File: src/rtl/ram_arbiter.sv
// Two-requester round-robin arbiter in front of a synchronous single-port RAM.
// Each access runs IDLE -> ACC -> DONE, so the peak rate is one access every three cycles.
module ram_arbiter #(
  parameter int unsigned ADDR_W = 8,
  parameter int unsigned DATA_W = 16
) (
  input  logic              clock_50_b7a,
  input  logic              reset,
  input  logic              m0_req,
  input  logic              m0_we,
  input  logic [ADDR_W-1:0] m0_addr,
  input  logic [DATA_W-1:0] m0_wdata,
  output logic              m0_ack,
  output logic [DATA_W-1:0] m0_rdata,
  input  logic              m1_req,
  input  logic              m1_we,
  input  logic [ADDR_W-1:0] m1_addr,
  input  logic [DATA_W-1:0] m1_wdata,
  output logic              m1_ack,
  output logic [DATA_W-1:0] m1_rdata,
  output logic [ADDR_W-1:0] ram_addr,
  output logic              ram_we,
  output logic [DATA_W-1:0] ram_wdata,
  input  logic [DATA_W-1:0] ram_rdata,
  output logic              busy
);

  typedef enum logic [1:0] {StIdle, StAcc, StDone} state_e;

  state_e state_q, state_d;
  logic   owner_q;
  logic   last_q;
  logic   any_req;
  logic   winner;

  assign any_req = m0_req | m1_req;
  // On contention the requester not served last wins; otherwise whoever asks.
  assign winner  = (m0_req & m1_req) ? ~last_q : m1_req;

  always_ff @(posedge clock_50_b7a) begin
    if (reset) begin
      state_q <= StIdle;
    end else begin
      state_q <= state_d;
    end
  end

  always_comb begin
    state_d = state_q;
    unique case (state_q)
      StIdle:  if (any_req) state_d = StAcc;
      StAcc:   state_d = StDone;
      StDone:  state_d = StIdle;
      default: state_d = StIdle;
    endcase
  end

  // Operands are latched once at grant; later input changes are ignored.
  always_ff @(posedge clock_50_b7a) begin
    if (reset) begin
      ram_addr  <= '0;
      ram_we    <= 1'b0;
      ram_wdata <= '0;
      owner_q   <= 1'b0;
      last_q    <= 1'b1;
    end else begin
      unique case (state_q)
        StIdle: begin
          if (any_req) begin
            ram_addr  <= winner ? m1_addr  : m0_addr;
            ram_we    <= winner ? m1_we    : m0_we;
            ram_wdata <= winner ? m1_wdata : m0_wdata;
            owner_q   <= winner;
            last_q    <= winner;
          end
        end
        StAcc:   ram_we <= 1'b0;
        StDone:  ram_we <= 1'b0;
        default: ram_we <= 1'b0;
      endcase
    end
  end

  always_comb begin
    busy     = (state_q != StIdle);
    m0_ack   = 1'b0;
    m1_ack   = 1'b0;
    m0_rdata = '0;
    m1_rdata = '0;
    if (state_q == StDone) begin
      if (owner_q) begin
        m1_ack   = 1'b1;
        m1_rdata = ram_rdata;
      end else begin
        m0_ack   = 1'b1;
        m0_rdata = ram_rdata;
      end
    end
  end

endmodule
File: config.mk
export PLATFORM = sky130hd
export DESIGN_NAME = ram_arbiter
export DESIGN_NICKNAME = d
export VERILOG_FILES = /design/src/rtl/ram_arbiter.sv
export SDC_FILE = /design/constraint.sdc
export NUM_CORES = 1
export LEC_CHECK = 0
export BUFFER_PORTS_ARGS = -buffer_cell sky130_fd_sc_hd__buf_2
export CAP_MARGIN = 10
export CORE_MARGIN = 5
export CORE_UTILIZATION = 40
export DETAILED_ROUTE_END_ITERATION = 16
export PLACE_DENSITY = 0.8
export SETUP_SLACK_MARGIN = 0.02
export SYNTH_ARGS = -nofsm -noshare
export SYNTH_HDL_FRONTEND = slang
export SYNTH_SLANG_ARGS = --single-unit
File: constraint.sdc
create_clock -name clock_50_b7a -period 1.8 [get_ports clock_50_b7a]
set_input_delay 0.54 -clock clock_50_b7a [delete_from_list [all_inputs] [get_ports clock_50_b7a]]
set_output_delay 0.54 -clock clock_50_b7a [all_outputs]
set_load 0.05 [all_outputs]
==> qor.txt <==
Status = finished, violations left
Failing checks = setup timing
Post-Syn Nets = 266
Yosys warns = 0
Hold Vio Cnt, Final = 0
Critical setup path kind = flop to primary output
Tot GR Track Use = 0.204
Top area cells in the synthesized netlist = dfxtp_1 33%, a311oi_2 17%, and2_1 11%
Die W = 76.0 um
CTS max path bufs = 2
Fin crit share = 1.06
DIE AREA = 5780 sq um
Area delta synth->final = 66.4%
Yosys top cell area share = 0.333
Crit-path max FO = 17
Fillers = 351
H-tree depth = 2
Post-DRT Antenna Nets = 0
Worst EP required = 1.26 ns
Number of synthesized flops with an enable pin = 0
Leak = 1.37 nW
Number of antenna violations at the first check in global routing = 0
Max Cap Viol = 0
Synth unique cells = 29
First-pass GRT wire length = 9770 um
CP endpoint kind = primary output
Largest net degree at the start of global routing = 28
GP Congestion = 0.720
Seq cells post-synth = 29
Die H = 76.0 um
Cell area after synthesis = 1740 sq um
Initial DRC count = 95
Top cells by count, synth = 50 x nand2_1, 32 x and2_1, 29 x dfxtp_1
Synth Area in Compound Gates = 0.315
# port buffers = 129
Nets@finish = 398
Io pins = 130
CP Launch Type = flop
Max Slew Vio Count = 0
Post-synth top flop = dfxtp_1
Largest family of logic cells by synthesized area = compound AO/OA/AOI/OAI gates
Vias in the first global route = 1974
Placed cell area = 2480 sq um
Avg Inst Size Synth = 8.90 sq um
Seq/Total Area, Yosys = 0.333
Via count = 1952
Share of cells above drive strength 1 = 0.655
CTS sink cnt = 29
Initial Util = 0.406
Clk_skew = 0.00309 ns
Clock transition at path regs = 0.06 ns
Critical Path AT = 1.36 ns
Area share of fa/ha/maj cells after synthesis = 0
Avg WL per Cell = 16.0 um
Max frequency = 525 MHz
# rows = 24
Routed wire length = 6080 um
Least-Margin Pin Slew = 0.790 ns
Finished Cell Area = 2900 sq um
Worst hold path type = flop to flop
Placeable Area = 4290 sq um
Total power = 0.00216 W
CTS root buf = clkbuf_8
Ant. Diodes = 0
Via/cell ratio = 5.14
Maximum VDD drop = 0.397 mV
Asr flop ratio synth = 0
Cell count after synthesis = 196
DR pass1 iterations = 4
Count leader, synth = nand2_1
Pwr dens = 745 nW/um^2
Post-synthesis simple-gate area fraction = 0.275
DRC Markers = 0
Mux cell area share after synthesis = 0.00574
Slew Limit Headroom = 0.472
DP HPWL = 4110 um
Unrepaired setup endpoints after global routing = yes
CTS tree = yes
Area leader, netlist = dfxtp_1
Post-synthesis xor/xnor area fraction = 0
Congestion Overflow GR = 0
Num CTS Buffers = 5
Post-route worst setup slack = -0.103 ns
Post-layout min period = 1.90 ns
Worst-Skew Late Latency = 0.27 ns
Final number of setup-violating endpoints = 32
## placed cells by master, fill, tap and decap left out, drive strengths merged, types with 2 or more instances in the layout
cell type and instances:
and2 32, buf 142, nand2 50, nor2 3
a21oi 25, nor2b 2, clkbuf 7, dfxtp 29
a311oi 24, nor3b 2
## final timing paths
check	startpoint	end	slack (ns)	cells after the start
worst min register to register	owner_q	owner_q	0.52	2
worst min-delay path	owner_q	owner_q	0.52	2
worst max-delay path	state_q[0]	m1_rdata[11]	-0.10	4
worst max register to register	state_q[0]	ram_wdata[8]	0.15	5
## routing by layer
metal,part of all wire,up-vias,global-route usage
li1,-,951,-
met1,0.38,900,0.220
met2,0.53,90,0.379
met3,0.075,11,0.0520
met4,0.016,0,0.0712
met5,0,-,0
## cell type report
class / instances / area (sq um) / share of cell area
Clock buffer: 7 / 86.3 / 0.0297
Inverter: 1 / 3.75 / 0.00129
Multi-Input combinational cell: 149 / 1100 / 0.379
Sequential cell: 29 / 587 / 0.202
Tap cell: 52 / 65.1 / 0.0224
Timing Repair Buffer: 142 / 1060 / 0.366
## power breakdown
part / total (W) / leakage (nW) / internal (W) / switching [W]
registers: 0.000763 / 0.242 / 0.000717 / 0.0000464
logic: 0.000867 / 1.08 / 0.000297 / 0.000570
clock network: 0.000532 / 0.0443 / 0.000303 / 0.000229
total: 0.00216 / 1.37 / 0.00132 / 0.000846
## per-stage QoR
| stage | util | setup WS [ns] | hold slack, ns | cells | TNS [ns] |
|---|---|---|---|---|---|
| finish | 0.676 | -0.103 | 0.518 | 380 | -2.31 |
| global route | 0.676 | -0.168 | 0.527 | 380 | -4.41 |
| CTS | 0.653 | -0.0819 | 0.521 | 379 | -1.76 |
| detailed placement | 0.578 | -0.0203 | 0.510 | 371 | -0.180 |
| global placement | 0.578 | 0.0359 | 0.508 | 371 | 0 |
| floorplan | - | -0.0253 | 0.470 | 196 | -0.352 |
## registers in the layout (all words and copies together), names as in the netlist
| register | flops |
|---|---|
| ram_wdata | 16 |
| ram_we | 1 |
| owner_q | 1 |
| last_q | 1 |
| state_q | 2 |
| ram_addr | 8 |
## logic make-up after synthesis
family / count (synthesis)
and+or+nand+nor: 94
AOI/OAI and AO/OA: 54
DFF: 29
buffers and inverters: 18
muxes: 1
## timing repair
item	in CTS	in global routing
hold buffers	0	0
gates resized for setup	74	33
pin swaps	0	1
endpoints found under the setup margin	34	34
gates cloned	0	1
setup buffers	1	0
## critical path, stage by stage (launching register included)
cell,delay (ns)
dfxtp_4,0.36
and3b_2,0.23
buf_12,0.15
and2_2,0.20
buf_6,0.15
Note: power is estimated with default switching activity, not from simulation.
